**src/rtl/dualrail_chan_arbiter.sv**
```systemverilog
// dualrail_chan_arbiter: merges two four-phase dual-rail input channels onto one shared output channel
module dualrail_chan_arbiter #(
  parameter int SYNC_STAGES = 2,
  parameter int TIMEOUT = 1024,
  parameter int TW = 16
) (
  input  logic clk,
  input  logic reset,
  input  logic a0,
  input  logic a1,
  output logic ae,
  input  logic b0,
  input  logic b1,
  output logic be,
  output logic r0,
  output logic r1,
  input  logic re,
  output logic src,
  output logic err,
  output logic tmo
);
  localparam logic [2:0] IDLE   = 3'd0;
  localparam logic [2:0] WAITR  = 3'd1;
  localparam logic [2:0] SEND   = 3'd2;
  localparam logic [2:0] INRTZ  = 3'd3;
  localparam logic [2:0] OUTRTZ = 3'd4;
  localparam logic [TW-1:0] TLIM = TW'(TIMEOUT);
  localparam bit WD_EN = TIMEOUT != 0;
  logic [SYNC_STAGES-1:0][4:0] sync;
  logic a0_s, a1_s, b0_s, b1_s, re_s;
  logic a_v, b_v, a_il, b_il, gnt_b, w_neu, adv;
  logic [2:0] state;
  logic pri, dat;
  logic [TW-1:0] cnt;
  always_ff @(posedge clk or posedge reset)
    if (reset) sync <= '0;
    else begin
      sync[0] <= {re, b1, b0, a1, a0};
      for (int i = 1; i < SYNC_STAGES; i++) sync[i] <= sync[i-1];
    end
  assign {re_s, b1_s, b0_s, a1_s, a0_s} = sync[SYNC_STAGES-1];
  always_comb begin
    a_v   = a0_s ^ a1_s;
    b_v   = b0_s ^ b1_s;
    a_il  = a0_s & a1_s;
    b_il  = b0_s & b1_s;
    gnt_b = b_v & (~a_v | pri);
    w_neu = src ? ~(b0_s | b1_s) : ~(a0_s | a1_s);
    adv   = state == IDLE  ? (a_v | b_v) :
            state == WAITR ? re_s :
            state == SEND  ? ~re_s :
            state == INRTZ ? w_neu : re_s;
  end
  // The watchdog counter restarts on every state change and saturates at the limit.
  always_ff @(posedge clk or posedge reset)
    if (reset) begin
      state <= IDLE;
      ae    <= 1'b1;
      be    <= 1'b1;
      r0    <= 1'b0;
      r1    <= 1'b0;
      src   <= 1'b0;
      err   <= 1'b0;
      tmo   <= 1'b0;
      pri   <= 1'b0;
      dat   <= 1'b0;
      cnt   <= '0;
    end else begin
      err <= err | a_il | b_il;
      tmo <= tmo | (WD_EN && cnt == TLIM);
      if (adv) begin
        cnt <= '0;
        case (state)
          IDLE: begin
            src   <= gnt_b;
            dat   <= gnt_b ? b1_s : a1_s;
            state <= WAITR;
          end
          WAITR: begin
            r0    <= ~dat;
            r1    <= dat;
            state <= SEND;
          end
          SEND: begin
            ae    <= ae & src;
            be    <= be & ~src;
            state <= INRTZ;
          end
          INRTZ: begin
            r0    <= 1'b0;
            r1    <= 1'b0;
            state <= OUTRTZ;
          end
          default: begin
            ae    <= 1'b1;
            be    <= 1'b1;
            pri   <= ~src;
            state <= IDLE;
          end
        endcase
      end else if (state != IDLE && cnt != TLIM) cnt <= cnt + TW'(1);
    end
endmodule

```
**config.mk**
```make
export PLATFORM = sky130hd
export DESIGN_NAME = dualrail_chan_arbiter
export DESIGN_NICKNAME = d
export VERILOG_FILES = /design/src/rtl/dualrail_chan_arbiter.sv
export SDC_FILE = /design/constraint.sdc
export NUM_CORES = 1
export LEC_CHECK = 0
export ABC_AREA = 1
export BUFFER_PORTS_ARGS = -buffer_cell sky130_fd_sc_hd__buf_2
export CORE_MARGIN = 5
export CORE_UTILIZATION = 50
export CTS_CLUSTER_SIZE = 25
export DETAILED_ROUTE_END_ITERATION = 10
export PLACE_DENSITY = 0.72
export SLEW_MARGIN = 20
export SYNTH_ARGS = -nofsm -noshare
export SYNTH_HDL_FRONTEND = slang
export SYNTH_SLANG_ARGS = --single-unit
```
**constraint.sdc**
```tcl
create_clock -name clk -period 3.78 [get_ports clk]
set_input_delay 0.756 -clock clk [delete_from_list [all_inputs] [get_ports clk]]
set_output_delay 0.756 -clock clk [all_outputs]
set_load 0.02 [all_outputs]
```
==> results by group <==
Run status
  • Outcome: finished clean

Final layout
  • Area grow syn2layout: 10.9%
  • Commonest non-fill, non-tap cell in the layout: nand2_1
  • ANT cells: 0
  • Max FFs per register: 16
  • Biggest registers after layout: cnt: 16 flops, sync: 5 flops, state: 3 flops
  • Commonest non-fill, non-tap cells in the layout: nand2_1, nor2_1, dfrtp_1
  • Filler cells: 369
  • Largest reg by FF count: cnt
  • Share of cells above drive strength 1: 13.9%
  • Fin nets: 308

Drt
  • DRC violation total after the first TritonRoute iteration: 105
  • Met2 WL post-DR: 2130 um
  • Via count: 1764
  • DR pass1 iterations: 4
  • Final ANT Viol Nets: 0
  • DRC violation count after routing: 0
  • WL met3: 150 um
  • DR vias/cell: 5.10
  • Wl on met1: 2030 um
  • DR WL/cell: 12.7 um
  • WL final: 4380 um
  • Uppermost layer routed: met4

Floorplan
  • Die height: 75.3 um
  • Core Footprint: 4060 sq um
  • Die area: 5670 sq um
  • Rows: 23
  • Top-level port count: 14
  • Starting Density: 52.5%
  • Die Wd: 75.3 um

Timing
  • Least-Margin Pin Slew: 0.618 ns
  • Worst Hold Margin: 0.352 ns
  • Fin worst setup slack: 1.71 ns
  • Hold Violations, Final: 0
  • Post-layout min period: 2.07 ns
  • FMAX: 483 MHz
  • Fin crit share: 54.8%
  • RSZ-0062 raised after global routing: no
  • Final TNS setup: 0 ns
  • Count of pins over their slew limit: 0
  • Worst Skew: 0.00942 ns
  • Slew headroom: 58.8%
  • Setup violators final: 0

Clock tree
  • Cts hold-fix bufs: 0
  • CTS Root Cell: clkbuf_8
  • H-tree depth: 2
  • Worst-path clk slew: 0.07 ns
  • Clock Latency Late Sink: 0.29 ns
  • Total clock sinks: 38
  • PostCTS Resize Cnt: 0
  • Max Root-Sink Buffers: 2
  • CTS tree: yes
  • Post-CTS setup buffers: 0
  • CTS Buf Count: 5

Global route
  • Initial antenna violation count: 0
  • Vias in the first global route: 1804
  • First-pass GRT wire length: 7870 um
  • Tot GR Track Use: 18.2%
  • Grt total ovfl: 0
  • Pin count of the biggest net entering global routing: 39

Yosys
  • Mapped Nets: 292
  • Post-synthesis sequential area ratio: 44.7%
  • Synth warnings: 0
  • Synth Register Bits: 38
  • Syn_area_per_cell: 7.64 sq um
  • Distinct cells, synth: 29
  • Post-Synthesis Cells: 279
  • Synthesized area: 2130 sq um

Placed design
  • GP Congestion: 0.847
  • Placement Setup Slack: 1.72 ns
  • DP Wirelength: 3200 um
  • IO Port Bufs: 13

Power and ir drop
  • Max VDD drop: 0.455 mV
  • Leakage: 1.19 nW
  • Power per Cell Area: 713 nW/um^2

Worst setup path
  • Worst setup EP type: flip-flop
  • Critical Path Start Type: flip-flop
  • WP data required: 4.01 ns
  • Critical R2R Launch: a1_s
  • Arrival time at the worst endpoint: 2.30 ns
  • CP startpoint: a1_s
  • Crit path kind: flip-flop to flip-flop
  • CP Max Fanout: 12

Run
  • Max-cap viol count: 0

Min path
  • Hold wc startpoint: sync[3]
  • Worst Hold Class: flip-flop to flip-flop
-- layer usage --
layer	global-route usage [%]	up-vias
li1	-	911
met4	6.80	0
met3	3.74	7
met2	31.0	25
met5	0	-
met1	22.7	821
-- power breakdown --
part,internal [mW],switching [mW]
Clock,0.282,0.148
Sequential,0.485,0.0710
Combinational,0.189,0.510
Total,0.955,0.729
-- cell type report --
type | count | area, sq um | area share, %
clock buffers | 6 | 82.6 | 3.50
clock inverters | 2 | 60.1 | 2.54
inverters | 39 | 146 | 6.20
multi-input cells | 197 | 985 | 41.7
flip-flops and latches | 38 | 953 | 40.4
well taps | 50 | 62.6 | 2.65
repair buffers | 14 | 72.6 | 3.07
-- Yosys cell counts --
cell type  instances  area (sq um)
o21bai_1           4          30.0
nor2_8             1          20.0
nand3_1           22           110
nand4_1           14          87.6
nand2_8            1          20.0
o21ai_0            6          30.0
nor3_1             4          20.0
nor2_1            39           146
a21oi_4            1          16.3
o21ai_2            2          17.5
xor2_1             1          8.76
inv_2              4          15.0
o211ai_1           1          7.51
a21oi_1            1          5.00
nand2_1           83           312
ha_1               6          75.1
dfstp_2            2          52.6
nand2_4            1          11.3
dfrtp_1           36           901
nor2_2             4          25.0
buf_2              1          5.00
xnor2_1            1          8.76
nand2_2            2          12.5
or3_1              1          6.26
and2_1             1          6.26
a21oi_2            1          8.76
buf_6              3          33.8
inv_1             35           131
buf_4              1          7.51
-- worst paths after layout --
| kind | slack (ns) | to | cells after the start |
|---|---|---|---|
| setup / recovery | 1.71 | cnt[13] | 7 |
| hold / removal | 0.35 | b1_s | 0 |
| setup reg to reg | 1.71 | cnt[13] | 7 |
| hold reg to reg | 0.35 | b1_s | 0 |
| max in group asynchronous | 2.86 | be | 3 |
| min in group asynchronous | 0.56 | cnt[7] | 3 |
-- cells by family after synthesis --
logic type	Yosys count	synth area share, %
AND/OR/NAND/NOR	173	36.5
flip-flops	38	44.7
XOR/XNOR	2	0.822
buffers and inverters	44	9.04
AO/OA/AOI/OAI	16	5.40
adder cells (fa/ha/maj)	6	3.52
-- metrics by stage --
stage | util [%] | std cells | cell area [sq um] | power (mW)
after floorplan | - | 279 | 2130 | 1.16
after global placement | 54.7 | 338 | 2220 | 1.25
after detailed placement | 54.7 | 338 | 2220 | 1.26
after CTS | 58.2 | 346 | 2360 | 1.70
after global routing | 58.2 | 346 | 2360 | 1.81
final | 58.2 | 346 | 2360 | 1.68
-- critical path, stage by stage (launching register included) --
cell and delay [ns]:
dfrtp_1 0.36, inv_1 0.06, ha_1 0.30, o21ai_2 0.53, inv_2 0.10, a21oi_2 0.44
nand3_1 0.13, nand2_1 0.09
Power figures use the tool's default switching activity.
